<file path="src/rtl/elevator_car_controller_pkg.sv">
// Shared types and constants for the elevator car controller slice.
package elevator_pkg;
    localparam int FLOOR_W    = 2;
    localparam int MAX_FLOORS = 4;

    localparam logic DIR_UP = 1'b1;
    localparam logic DIR_DN = 1'b0;

    typedef enum logic [1:0] {
        IDLE      = 2'd0,
        MOVE_UP   = 2'd1,
        MOVE_DOWN = 2'd2,
        DOOR_OPEN = 2'd3
    } state_e;
endpackage

</file>
<file path="src/rtl/elevator_car_controller_if.sv">
// Hall-side bundle: encoded call stream in, car status and pending calls out.
interface elevator_car_controller_if;
    import elevator_pkg::*;

    logic                  call_valid;
    logic [FLOOR_W-1:0]    floor_call;
    logic                  up_down_flag;
    logic                  door_hold;
    logic [FLOOR_W-1:0]    current_floor;
    logic                  motor_up;
    logic                  motor_down;
    logic                  door_open;
    logic [MAX_FLOORS-1:0] pending_up;
    logic [MAX_FLOORS-1:0] pending_dn;
    logic                  served;

    modport master (
        output call_valid, floor_call, up_down_flag, door_hold,
        input  current_floor, motor_up, motor_down, door_open,
               pending_up, pending_dn, served
    );

    modport slave (
        input  call_valid, floor_call, up_down_flag, door_hold,
        output current_floor, motor_up, motor_down, door_open,
               pending_up, pending_dn, served
    );
endinterface

</file>
<file path="src/rtl/elevator_car_controller_call_register.sv">
// Per-floor, per-direction pending-call latches plus above/below/at summaries.
module elevator_call_register
    import elevator_pkg::*;
#(
    parameter int NUM_FLOORS = 4
) (
    input  logic                  clk,
    input  logic                  rst_n,
    input  logic [MAX_FLOORS-1:0] set_up_i,
    input  logic [MAX_FLOORS-1:0] set_dn_i,
    input  logic [MAX_FLOORS-1:0] clr_up_i,
    input  logic [MAX_FLOORS-1:0] clr_dn_i,
    output logic [MAX_FLOORS-1:0] pend_up_o,
    output logic [MAX_FLOORS-1:0] pend_dn_o,
    output logic [MAX_FLOORS-1:0] above_o,
    output logic [MAX_FLOORS-1:0] below_o,
    output logic [MAX_FLOORS-1:0] at_o
);
    localparam logic [MAX_FLOORS-1:0] FMASK = MAX_FLOORS'((1 << NUM_FLOORS) - 1);

    logic [MAX_FLOORS-1:0] up_q, dn_q, any_q;

    // A set in the same cycle as a clear wins; unserved floors never latch.
    always_ff @(posedge clk or negedge rst_n) begin
        if (!rst_n) begin
            up_q <= '0;
            dn_q <= '0;
        end else begin
            up_q <= (up_q & ~clr_up_i) | (set_up_i & FMASK);
            dn_q <= (dn_q & ~clr_dn_i) | (set_dn_i & FMASK);
        end
    end

    assign any_q     = up_q | dn_q;
    assign pend_up_o = up_q;
    assign pend_dn_o = dn_q;

    for (genvar f = 0; f < MAX_FLOORS; f++) begin : g_fl
        localparam logic [MAX_FLOORS-1:0] LO = MAX_FLOORS'((1 << f) - 1);
        localparam logic [MAX_FLOORS-1:0] HI = ~LO & ~MAX_FLOORS'(1 << f);
        assign below_o[f] = |(any_q & LO);
        assign above_o[f] = |(any_q & HI);
        assign at_o[f]    = any_q[f];
    end
endmodule

</file>
<file path="src/rtl/elevator_car_controller.sv">
// Single-car SCAN controller: latches hall calls, times travel and door dwell.
// Define ELEV_DOOR_HOLD_EN to let door_hold keep the door open indefinitely.
module elevator_car_controller
    import elevator_pkg::*;
#(
    parameter int NUM_FLOORS    = 4,
    parameter int TRAVEL_CYCLES = 16,
    parameter int DOOR_CYCLES   = 32
) (
    input  logic clk,
    input  logic rst_n,
    elevator_car_controller_if.slave bus
);
    localparam int TMAX = (TRAVEL_CYCLES > DOOR_CYCLES) ? TRAVEL_CYCLES : DOOR_CYCLES;
    localparam int TW   = $clog2(TMAX);
    localparam logic [FLOOR_W-1:0] TOP    = FLOOR_W'(NUM_FLOORS - 1);
    localparam logic [TW-1:0]      T_LOAD = TW'(TRAVEL_CYCLES - 1);
    localparam logic [TW-1:0]      D_LOAD = TW'(DOOR_CYCLES - 1);
`ifdef ELEV_DOOR_HOLD_EN
    localparam bit HOLD_EN = 1'b1;
`else
    localparam bit HOLD_EN = 1'b0;
`endif

    state_e               state_q, state_d;
    logic [FLOOR_W-1:0]   cur_q, cur_d, nf;
    logic                 dir_q, dir_d;
    logic [TW-1:0]        tmr_q, tmr_d;
    logic                 served_q, served_d;
    logic                 mup_q, mdn_q, door_q;
    logic                 call_ok, call_dir, absorb, beyond, trav_bit, opp_bit, end_fl;
    logic [MAX_FLOORS-1:0] set_up, set_dn, clr_up, clr_dn;
    logic [MAX_FLOORS-1:0] pend_up, pend_dn, above, below, at_f;

    elevator_call_register #(.NUM_FLOORS(NUM_FLOORS)) u_calls (
        .clk      (clk),
        .rst_n    (rst_n),
        .set_up_i (set_up),
        .set_dn_i (set_dn),
        .clr_up_i (clr_up),
        .clr_dn_i (clr_dn),
        .pend_up_o(pend_up),
        .pend_dn_o(pend_dn),
        .above_o  (above),
        .below_o  (below),
        .at_o     (at_f)
    );

    // End floors only have one meaningful call direction.
    always_comb begin
        call_ok  = bus.call_valid && (int'(bus.floor_call) < NUM_FLOORS);
        call_dir = (bus.floor_call == '0) ? DIR_UP :
                   (bus.floor_call == TOP) ? DIR_DN : bus.up_down_flag;
    end

    always_comb begin
        state_d  = state_q;
        cur_d    = cur_q;
        dir_d    = dir_q;
        tmr_d    = tmr_q;
        served_d = 1'b0;
        clr_up   = '0;
        clr_dn   = '0;
        set_up   = '0;
        set_dn   = '0;
        absorb   = 1'b0;
        nf       = (state_q == MOVE_DOWN) ? cur_q - FLOOR_W'(1) : cur_q + FLOOR_W'(1);
        beyond   = (state_q == MOVE_DOWN) ? below[nf] : above[nf];
        trav_bit = (state_q == MOVE_DOWN) ? pend_dn[nf] : pend_up[nf];
        opp_bit  = (state_q == MOVE_DOWN) ? pend_up[nf] : pend_dn[nf];
        end_fl   = (state_q == MOVE_DOWN) ? (nf == '0) : (nf == TOP);

        unique case (state_q)
            IDLE: begin
                absorb = call_ok && (bus.floor_call == cur_q);
                if (absorb || at_f[cur_q]) begin
                    state_d        = DOOR_OPEN;
                    tmr_d          = D_LOAD;
                    served_d       = 1'b1;
                    clr_up[cur_q]  = 1'b1;
                    clr_dn[cur_q]  = 1'b1;
                end else if (|(pend_up | pend_dn)) begin
                    tmr_d = T_LOAD;
                    if (dir_q == DIR_UP ? above[cur_q] : !below[cur_q]) begin
                        state_d = MOVE_UP;
                        dir_d   = DIR_UP;
                    end else begin
                        state_d = MOVE_DOWN;
                        dir_d   = DIR_DN;
                    end
                end
            end
            MOVE_UP, MOVE_DOWN: begin
                if (tmr_q != '0) begin
                    tmr_d = tmr_q - TW'(1);
                end else begin
                    cur_d = nf;
                    if (trav_bit || (opp_bit && !beyond) || end_fl) begin
                        state_d  = DOOR_OPEN;
                        tmr_d    = D_LOAD;
                        served_d = 1'b1;
                        absorb   = call_ok && (bus.floor_call == nf);
                        if (state_q == MOVE_UP || !beyond) clr_up[nf] = 1'b1;
                        if (state_q == MOVE_DOWN || !beyond) clr_dn[nf] = 1'b1;
                    end else begin
                        tmr_d = T_LOAD;
                    end
                end
            end
            DOOR_OPEN: begin
                absorb = call_ok && (bus.floor_call == cur_q);
                if (absorb || (HOLD_EN && bus.door_hold)) tmr_d = D_LOAD;
                else if (tmr_q == '0)                     state_d = IDLE;
                else                                      tmr_d = tmr_q - TW'(1);
            end
        endcase

        if (call_ok && !absorb) begin
            if (call_dir == DIR_UP) set_up[bus.floor_call] = 1'b1;
            else                    set_dn[bus.floor_call] = 1'b1;
        end
    end

    always_ff @(posedge clk or negedge rst_n) begin
        if (!rst_n) begin
            state_q  <= IDLE;
            cur_q    <= '0;
            dir_q    <= DIR_UP;
            tmr_q    <= '0;
            served_q <= 1'b0;
            mup_q    <= 1'b0;
            mdn_q    <= 1'b0;
            door_q   <= 1'b0;
        end else begin
            state_q  <= state_d;
            cur_q    <= cur_d;
            dir_q    <= dir_d;
            tmr_q    <= tmr_d;
            served_q <= served_d;
            mup_q    <= (state_d == MOVE_UP);
            mdn_q    <= (state_d == MOVE_DOWN);
            door_q   <= (state_d == DOOR_OPEN);
        end
    end

    assign bus.current_floor = cur_q;
    assign bus.motor_up      = mup_q;
    assign bus.motor_down    = mdn_q;
    assign bus.door_open     = door_q;
    assign bus.pending_up    = pend_up;
    assign bus.pending_dn    = pend_dn;
    assign bus.served        = served_q;
endmodule

</file>
<file path="src/flat_wrapper.sv">
// flat-port wrapper written by rule: the top's interface ports become plain ports
module elevator_car_controller_flat import elevator_pkg::*;
#(
    parameter int NUM_FLOORS    = 4,
    parameter int TRAVEL_CYCLES = 16,
    parameter int DOOR_CYCLES   = 32
)
  (clk, rst_n, bus_call_valid, bus_floor_call, bus_up_down_flag, bus_door_hold, bus_current_floor, bus_motor_up, bus_motor_down, bus_door_open, bus_pending_up, bus_pending_dn, bus_served);
  elevator_car_controller_if bus_i ();
  input  logic clk;
  input  logic rst_n;
  input wire logic [$bits(bus_i.call_valid)-1:0] bus_call_valid;
  input wire logic [$bits(bus_i.floor_call)-1:0] bus_floor_call;
  input wire logic [$bits(bus_i.up_down_flag)-1:0] bus_up_down_flag;
  input wire logic [$bits(bus_i.door_hold)-1:0] bus_door_hold;
  output wire logic [$bits(bus_i.current_floor)-1:0] bus_current_floor;
  output wire logic [$bits(bus_i.motor_up)-1:0] bus_motor_up;
  output wire logic [$bits(bus_i.motor_down)-1:0] bus_motor_down;
  output wire logic [$bits(bus_i.door_open)-1:0] bus_door_open;
  output wire logic [$bits(bus_i.pending_up)-1:0] bus_pending_up;
  output wire logic [$bits(bus_i.pending_dn)-1:0] bus_pending_dn;
  output wire logic [$bits(bus_i.served)-1:0] bus_served;
  assign bus_i.call_valid = bus_call_valid;
  assign bus_i.floor_call = bus_floor_call;
  assign bus_i.up_down_flag = bus_up_down_flag;
  assign bus_i.door_hold = bus_door_hold;
  assign bus_current_floor = bus_i.current_floor;
  assign bus_motor_up = bus_i.motor_up;
  assign bus_motor_down = bus_i.motor_down;
  assign bus_door_open = bus_i.door_open;
  assign bus_pending_up = bus_i.pending_up;
  assign bus_pending_dn = bus_i.pending_dn;
  assign bus_served = bus_i.served;
  elevator_car_controller #(.NUM_FLOORS(NUM_FLOORS), .TRAVEL_CYCLES(TRAVEL_CYCLES), .DOOR_CYCLES(DOOR_CYCLES)) u_core (.clk(clk), .rst_n(rst_n), .bus(bus_i));
endmodule
</file>
<file path="config.mk">
export PLATFORM = sky130hd
export DESIGN_NAME = elevator_car_controller_flat
export DESIGN_NICKNAME = d
export VERILOG_FILES = /design/src/rtl/elevator_car_controller_pkg.sv /design/src/rtl/elevator_car_controller_if.sv /design/src/rtl/elevator_car_controller_call_register.sv /design/src/rtl/elevator_car_controller.sv /design/src/flat_wrapper.sv
export SDC_FILE = /design/constraint.sdc
export NUM_CORES = 1
export LEC_CHECK = 0
export ABC_AREA = 1
export CAP_MARGIN = 20
export CORE_MARGIN = 3
export CORE_UTILIZATION = 60
export CTS_BUF_LIST = sky130_fd_sc_hd__clkbuf_16
export CTS_CLUSTER_SIZE = 10
export DETAILED_ROUTE_END_ITERATION = 16
export GPL_ROUTABILITY_DRIVEN = 0
export PLACE_DENSITY = 0.85
export SYNTH_ARGS = -nofsm -noshare
export SYNTH_HDL_FRONTEND = slang
export SYNTH_SLANG_ARGS = --single-unit
export TNS_END_PERCENT = 50
</file>
<file path="constraint.sdc">
create_clock -name clk -period 7.08 [get_ports clk]
set_input_delay 1.416 -clock clk [delete_from_list [all_inputs] [get_ports clk]]
set_output_delay 1.416 -clock clk [all_outputs]
set_load 0.005 [all_outputs]
</file>
==> metrics.md, run 1 <==
| Metric | Value |
|---|---|
| Area contributors post-synth | dfrtp_1 29%, nand2_1 14%, ha_1 7.5% |
| Period utilization | 42.9% |
| CTS tree | built |
| CP delay by family, top | flip-flops |
| Combinational family with the most area after synthesis | simple AND/OR/NAND/NOR gates |
| Htree depth | 1 |
| Outcome | finished clean |
| Slowest stage delay, CP | 0.74 ns |
| Root Driver | clkbuf_16 |
| Setup crit end kind | primary output |
| Final Non-Filler Cells | 311 |
| DP Wirelength | 3050 um |
| Detail Route Antenna Nets | 0 |
| Hold_buf cts | 0 |
| Die Wd | 61.2 um |
| Initial DRC count | 155 |
| Yosys reg bits | 22 |
| Multiplexer share of the synthesized area | 0% |
| Worst path cell trace | clkdlybuf4s50_1 |
| Setup tns final | 0 ns |
| PortBufs | 19 |
| Initial Util | 64.6% |
| I/O pin cnt | 21 |
| Gr usage total | 25.9% |
| Nets | 299 |
| Area Overhead vs Synth | 18.5% |
| Pwr dens | 547 nW/um2 |
| CTS resizes | 0 |
| Total power draw | 1.19 mW |
| Share of layout cells above drive strength 1 | 17.9% |
| Slowest CP cell | dfrtp_1 |
| Actual slew at the worst max-slew pin | 0.623 ns |
| Synth top area share | 28.7% |
| Synth Area in Simple Gates | 34.5% |
| Yosys warnings | 0 |
| WL/cell | 13.7 um |
| Most common cell after layout, fill and taps aside | nand2_1 |
| DP Cell Count | 306 |
| Fmax achieved | 329 MHz |
| CP arrival | 1.62 ns |
| Filler Cell Count | 212 |
| CTS Sinks | 22 |
| Most frequent cells in the layout | 66 x nand2_1, 31 x inv_1, 21 x dfrtp_1 |
| Post-synth top area cell | dfrtp_1 |
| Rel. slew slack | 58.5% |
| Final wirelength | 4270 um |
| Initial antenna violation count | 0 |
| Critical Path Start Type | flip-flop |
| Synthesized area per cell | 7.11 um2 |
| Unique masters post-synth | 30 |
| Top fanout value on the critical path | 16 |
| DP Area | 2050 um2 |
| Grt ovf | 0 |
| Post-CTS Setup Inserts | 0 |
| CTS Buf Count | 3 |
| DRC | 0 |
| Unrepaired setup endpoints after global routing | false |
| Vias in the first global route | 1554 |
| Global-route wire length before repair | 7100 um |
| Worst-path clk slew | 0.06 ns |
| Hold Violations, Final | 0 |
| Required time of the worst setup path | 5.66 ns |
| Post-synthesis compound-gate area fraction | 14.5% |
| Adder-Cell Fraction of Synth Area | 7.53% |
| Mapped cell area | 1830 um2 |
| Vias per inst | 5.49 |
| Max Root-Sink Buffers | 2 |
| Latest clock arrival within the worst-skew pair | 0.26 ns |
| Buf/Inv on CP | 1 |
| First-pass iteration count of the detailed router | 4 |
| Worst Hold Class | flip-flop to flip-flop |
| Post-Synthesis Cells | 257 |
| Syn nets | 275 |
| Clock skew | 0.00298 ns |
| Max cap viols | 0 |
| Final number of setup-violating endpoints | 0 |
| Largest net degree at the start of global routing | 23 |
| Clock period minus worst slack | 3.04 ns |
| DIE AREA | 3740 um2 |
| Max Slew Vio Count | 0 |
| Post-Synth XOR/XNOR Area | 3.29% |
| Seq/Total Area, Yosys | 30.2% |
| Leakage | 1.14 nW |
| Final instance area | 2170 um2 |
| Max VDD drop | 0.325 mV |
| Inserted Diodes | 0 |
| Placeable Area | 2830 um2 |
| Row cnt | 19 |
| Die Span Y | 61.2 um |
| DR vias | 1707 |
| Setup Crit Path Kind | flip-flop to primary output |
[tightest hold or removal path: cells and delay by family (launching register included)]
family          cells  cell delay, ns
flops               1            0.37
simple gates        1            0.05
compound gates      1            0.05
[routing by layer]
metal | vias up | track usage (%) | wire length (um)
met4 | 0 | 10.5 | 110
met3 | 12 | 3.77 | 305
met1 | 758 | 35.9 | 1940
li1 | 861 | - | -
met2 | 76 | 40.6 | 1910
met5 | - | 0 | 0
[area by class of cell]
class / instances / area, um2 / area share, %
multi-input combinational: 189 / 1090 / 50.5
sequential: 22 / 552 / 25.5
timing repair buffer: 20 / 205 / 9.47
inverter: 45 / 171 / 7.91
clock buffer: 3 / 75.1 / 3.47
tap: 31 / 38.8 / 1.79
clock inverter: 1 / 30.0 / 1.39
[synthesized netlist by cell type]
cell / count
nand2_2: 5
nand2_1: 66
buf_6: 1
xnor2_1: 2
or2_2: 1
a21oi_4: 1
o21ai_1: 12
nor2_4: 3
inv_1: 31
dfstp_2: 1
nor2_2: 6
inv_2: 13
o21ai_0: 8
xnor2_2: 1
nor2_1: 14
nand3_4: 1
xor2_1: 3
inv_4: 1
a21oi_1: 20
nand3_1: 18
nand3_2: 2
dfrtp_1: 21
nand2_4: 4
nor2_8: 1
a31oi_1: 1
o21a_1: 1
nor3_2: 1
ha_1: 11
o21ai_2: 4
nand4_1: 3
[path summary, 6_finish.rpt]
| path | startpoint | endpoint | slack (ns) | depth (start not counted) |
|---|---|---|---|---|
| setup reg to reg | u_core.state_q[0] | u_core.bus.door_open | 4.18 | 16 |
| setup / recovery | u_core.bus.current_floor[0] | bus_current_floor[0] | 4.04 | 1 |
| max in group asynchronous | rst_n | u_core.bus.motor_up | 5.16 | 2 |
| hold / removal | u_core.dir_q | u_core.dir_q | 0.48 | 2 |
| min in group asynchronous | rst_n | u_core.bus.current_floor[1] | 1.47 | 1 |
| hold reg to reg | u_core.dir_q | u_core.dir_q | 0.48 | 2 |
[registers in the layout, indices dropped and copies added (netlist names)]
name and flops:
u_core.bus.motor_up 1, u_core.u_calls.pend_dn_o 4, u_core.tmr_q 5, u_core.state_q 2
u_core.bus.door_open 1, u_core.dir_q 1, u_core.bus.served 1, u_core.u_calls.pend_up_o 4
u_core.bus.current_floor 2, u_core.bus.motor_down 1
[metrics by stage]
| step | setup slack [ns] | utilization (%) | hold slack, ns |
|---|---|---|---|
| after global placement | 3.97 | 72.3 | 0.466 |
| after CTS | 4.06 | 76.0 | 0.475 |
| final | 4.04 | 76.6 | 0.479 |
| after global routing | 3.90 | 76.6 | 0.495 |
| after floorplan | 4.64 | - | 0.450 |
| after detailed placement | 3.94 | 72.3 | 0.467 |
[cells by family after synthesis]
| family | Yosys count |
|---|---|
| simple gates | 125 |
| compound gates | 47 |
| buf+inv | 46 |
| flops | 22 |
| fa+ha+maj | 11 |
| xor+xnor | 6 |
[report_power, final]
group / switching [mW] / internal, mW
Combinational: 0.481 / 0.289
Clock: 0.0493 / 0.112
Sequential: 0.0646 / 0.189
(Power assumes the default switching activity.)
==> run 2, diff against run 1 <==
Settings changed: CORE_UTILIZATION 60 to 56, PLACE_DENSITY 0.85 to 0.8.
Clock period 7.08 ns to 3.1 ns, I/O delays scaled along.
==> run 2 against run 1 <==
Sequential cell count stayed put. Global-route usage is 2.0 points lower. First-iteration DRC count fell by 26%. Clock skew rose by 0.0026 ns. Sequential power is 120% higher. Design area increased by 1.1%. Critical path depth rose by 15. Die area up 6.4%. Worst hold slack got worse by 0.0016 ns. Non-clock buffer count rose by 1. Register-to-register slack got worse by 4.0 ns. Clock power rose by 130%.
==> metrics.md, run 2 (synthesis results as in run 1) <==
| Metric | Value |
|---|---|
| Largest net degree at the start of global routing | 23 |
| Worst Hold Depth | 2 |
| Total power draw | 2.73 mW |
| Hold Violations, Final | 0 |
| Inserted Diodes | 0 |
| Reg2Reg Depth | 16 |
| Max cap viols | 0 |
| CTS Sinks | 22 |
| Rel. slew slack | 72.4% |
| Max VDD drop | 0.669 mV |
| Initial Util | 59.4% |
| CP arrival | 3.09 ns |
| Most frequent cells in the layout | 66 x nand2_1, 31 x inv_1, 21 x dfrtp_1 |
| Period utilization | 94.6% |
| DIE AREA | 3990 um2 |
| Global-route wire length before repair | 7520 um |
| Clock skew | 0.00563 ns |
| Share of layout cells above drive strength 1 | 18.5% |
| Post-route setup slack | 0.168 ns |
| Setup Crit Path Kind | flip-flop to flip-flop |
| Post-CTS Setup Inserts | 0 |
| Grt ovf | 0 |
| PortBufs | 19 |
| Required time of the worst setup path | 3.26 ns |
| WL/cell | 13.4 um |
| Detail Route Antenna Nets | 0 |
| Reg with most FFs | u_core.tmr_q |
| Gr usage total | 23.9% |
| Nets | 300 |
| CTS tree | built |
| Max Slew Vio Count | 0 |
| Hold Slack | 0.478 ns |
| Vias per inst | 5.31 |
| Die Wd | 63.1 um |
| Initial DRC count | 114 |
| I/O pin cnt | 21 |
| Worst Hold Class | flip-flop to flip-flop |
| Fmax achieved | 341 MHz |
| Setup crit end kind | flip-flop |
| DRC | 0 |
| First-pass iteration count of the detailed router | 4 |
| Max Root-Sink Buffers | 2 |
| Row cnt | 20 |
| Htree depth | 1 |
| Final wirelength | 4360 um |
| Outcome | finished clean |
| Most common cell after layout, fill and taps aside | nand2_1 |
| Area Overhead vs Synth | 19.8% |
| Initial antenna violation count | 0 |
| Max reg flops | 5 |
| Die Span Y | 63.1 um |
| Clock period minus worst slack | 2.93 ns |
| Final number of setup-violating endpoints | 0 |
| Latest clock arrival within the worst-skew pair | 0.26 ns |
| Critical Path Start Type | flip-flop |
| DR vias | 1726 |
| Setup tns final | 0 ns |
| Hold_buf cts | 0 |
| Reg-to-reg setup timing slack | 0.17 ns |
| CTS Buf Count | 3 |
| Root Driver | clkbuf_16 |
| Vias in the first global route | 1686 |
| Pwr dens | 1250 nW/um2 |
| Placeable Area | 3080 um2 |
| DP Wirelength | 3210 um |
| Actual slew at the worst max-slew pin | 0.410 ns |
| Leakage | 1.15 nW |
| Worst-path clk slew | 0.06 ns |
| Pre-CTS WS | 0.263 ns |
| Top fanout value on the critical path | 8 |
[run 2: cell types whose count changed in the layout (fill, tap and decap cells not counted), sizes merged]
cell  delta
buf      +1
[run 2: final cells by class]
| type | count | area (um2) |
|---|---|---|
| clock inverters | 1 | 30.0 |
| well taps | 44 | 55.1 |
| multi-input cells | 189 | 1100 |
| inverters | 45 | 171 |
| clock buffers | 3 | 75.1 |
| flip-flops and latches | 22 | 552 |
| fillers | 255 | 888 |
| repair buffers | 21 | 205 |
[run 2: stage by stage]
step	cells	instance area, um2	utilization (%)
6_report	325	2190	71.1
5_1_grt	325	2190	71.1
4_1_cts	325	2180	70.9
3_5_place_dp	321	2080	67.5
3_3_place_gp	321	2080	67.5
2_1_floorplan	257	1830	-
[run 2: power breakdown]
part           switching, mW  total (mW)  leakage, nW  internal (mW)
Clock                  0.113       0.370       0.0511          0.257
Sequential             0.119       0.552        0.257          0.432
Combinational           1.13        1.81        0.838          0.673
Total                   1.37        2.73         1.15           1.36
[run 2: worst paths after layout]
| path | startpoint | to |
|---|---|---|
| min in group asynchronous | rst_n | u_core.bus.motor_up |
| max in group asynchronous | rst_n | u_core.dir_q |
| max reg2reg | u_core.state_q[0] | u_core.bus.door_open |
| min | u_core.dir_q | u_core.dir_q |
| min reg2reg | u_core.dir_q | u_core.dir_q |
| max | u_core.state_q[0] | u_core.bus.door_open |
[run 2: metal layers]
metal  up-vias  global-route usage, %  share of wire, %
met1       790                   31.6                44
met2        58                   39.3                48
li1        864                      -                 -
met3        14                   3.39               5.0
met4         0                   9.37               2.8
met5         -                      0                 0
[run 2: repair_timing]
item | 4_1_cts | 5_1_grt
endpoints found under the hold margin | 0 | 0
endpoints found under the setup margin | 0 | 8
gates resized for setup | 0 | 1
[run 2: critical path, stage by stage (launching register included)]
cell     delay (ns)
dfrtp_1        0.44
inv_1          0.13
ha_1           0.31
xnor2_2        0.23
inv_1          0.09
ha_1           0.42
inv_2          0.10
a21oi_1        0.23
nand2_1        0.17
nand2_2        0.12
nand3_4        0.13
nand2_4        0.15
inv_4          0.06
nor2_4         0.09
nor2_4         0.04
inv_2          0.06
nor2_2         0.04
==> run 3, diff against run 2 <==
Settings changed: SKIP_CTS_REPAIR_TIMING set to 1.
==> results of run 3 <==
The final DEF is identical to that of run 2; final timing and power are the same.
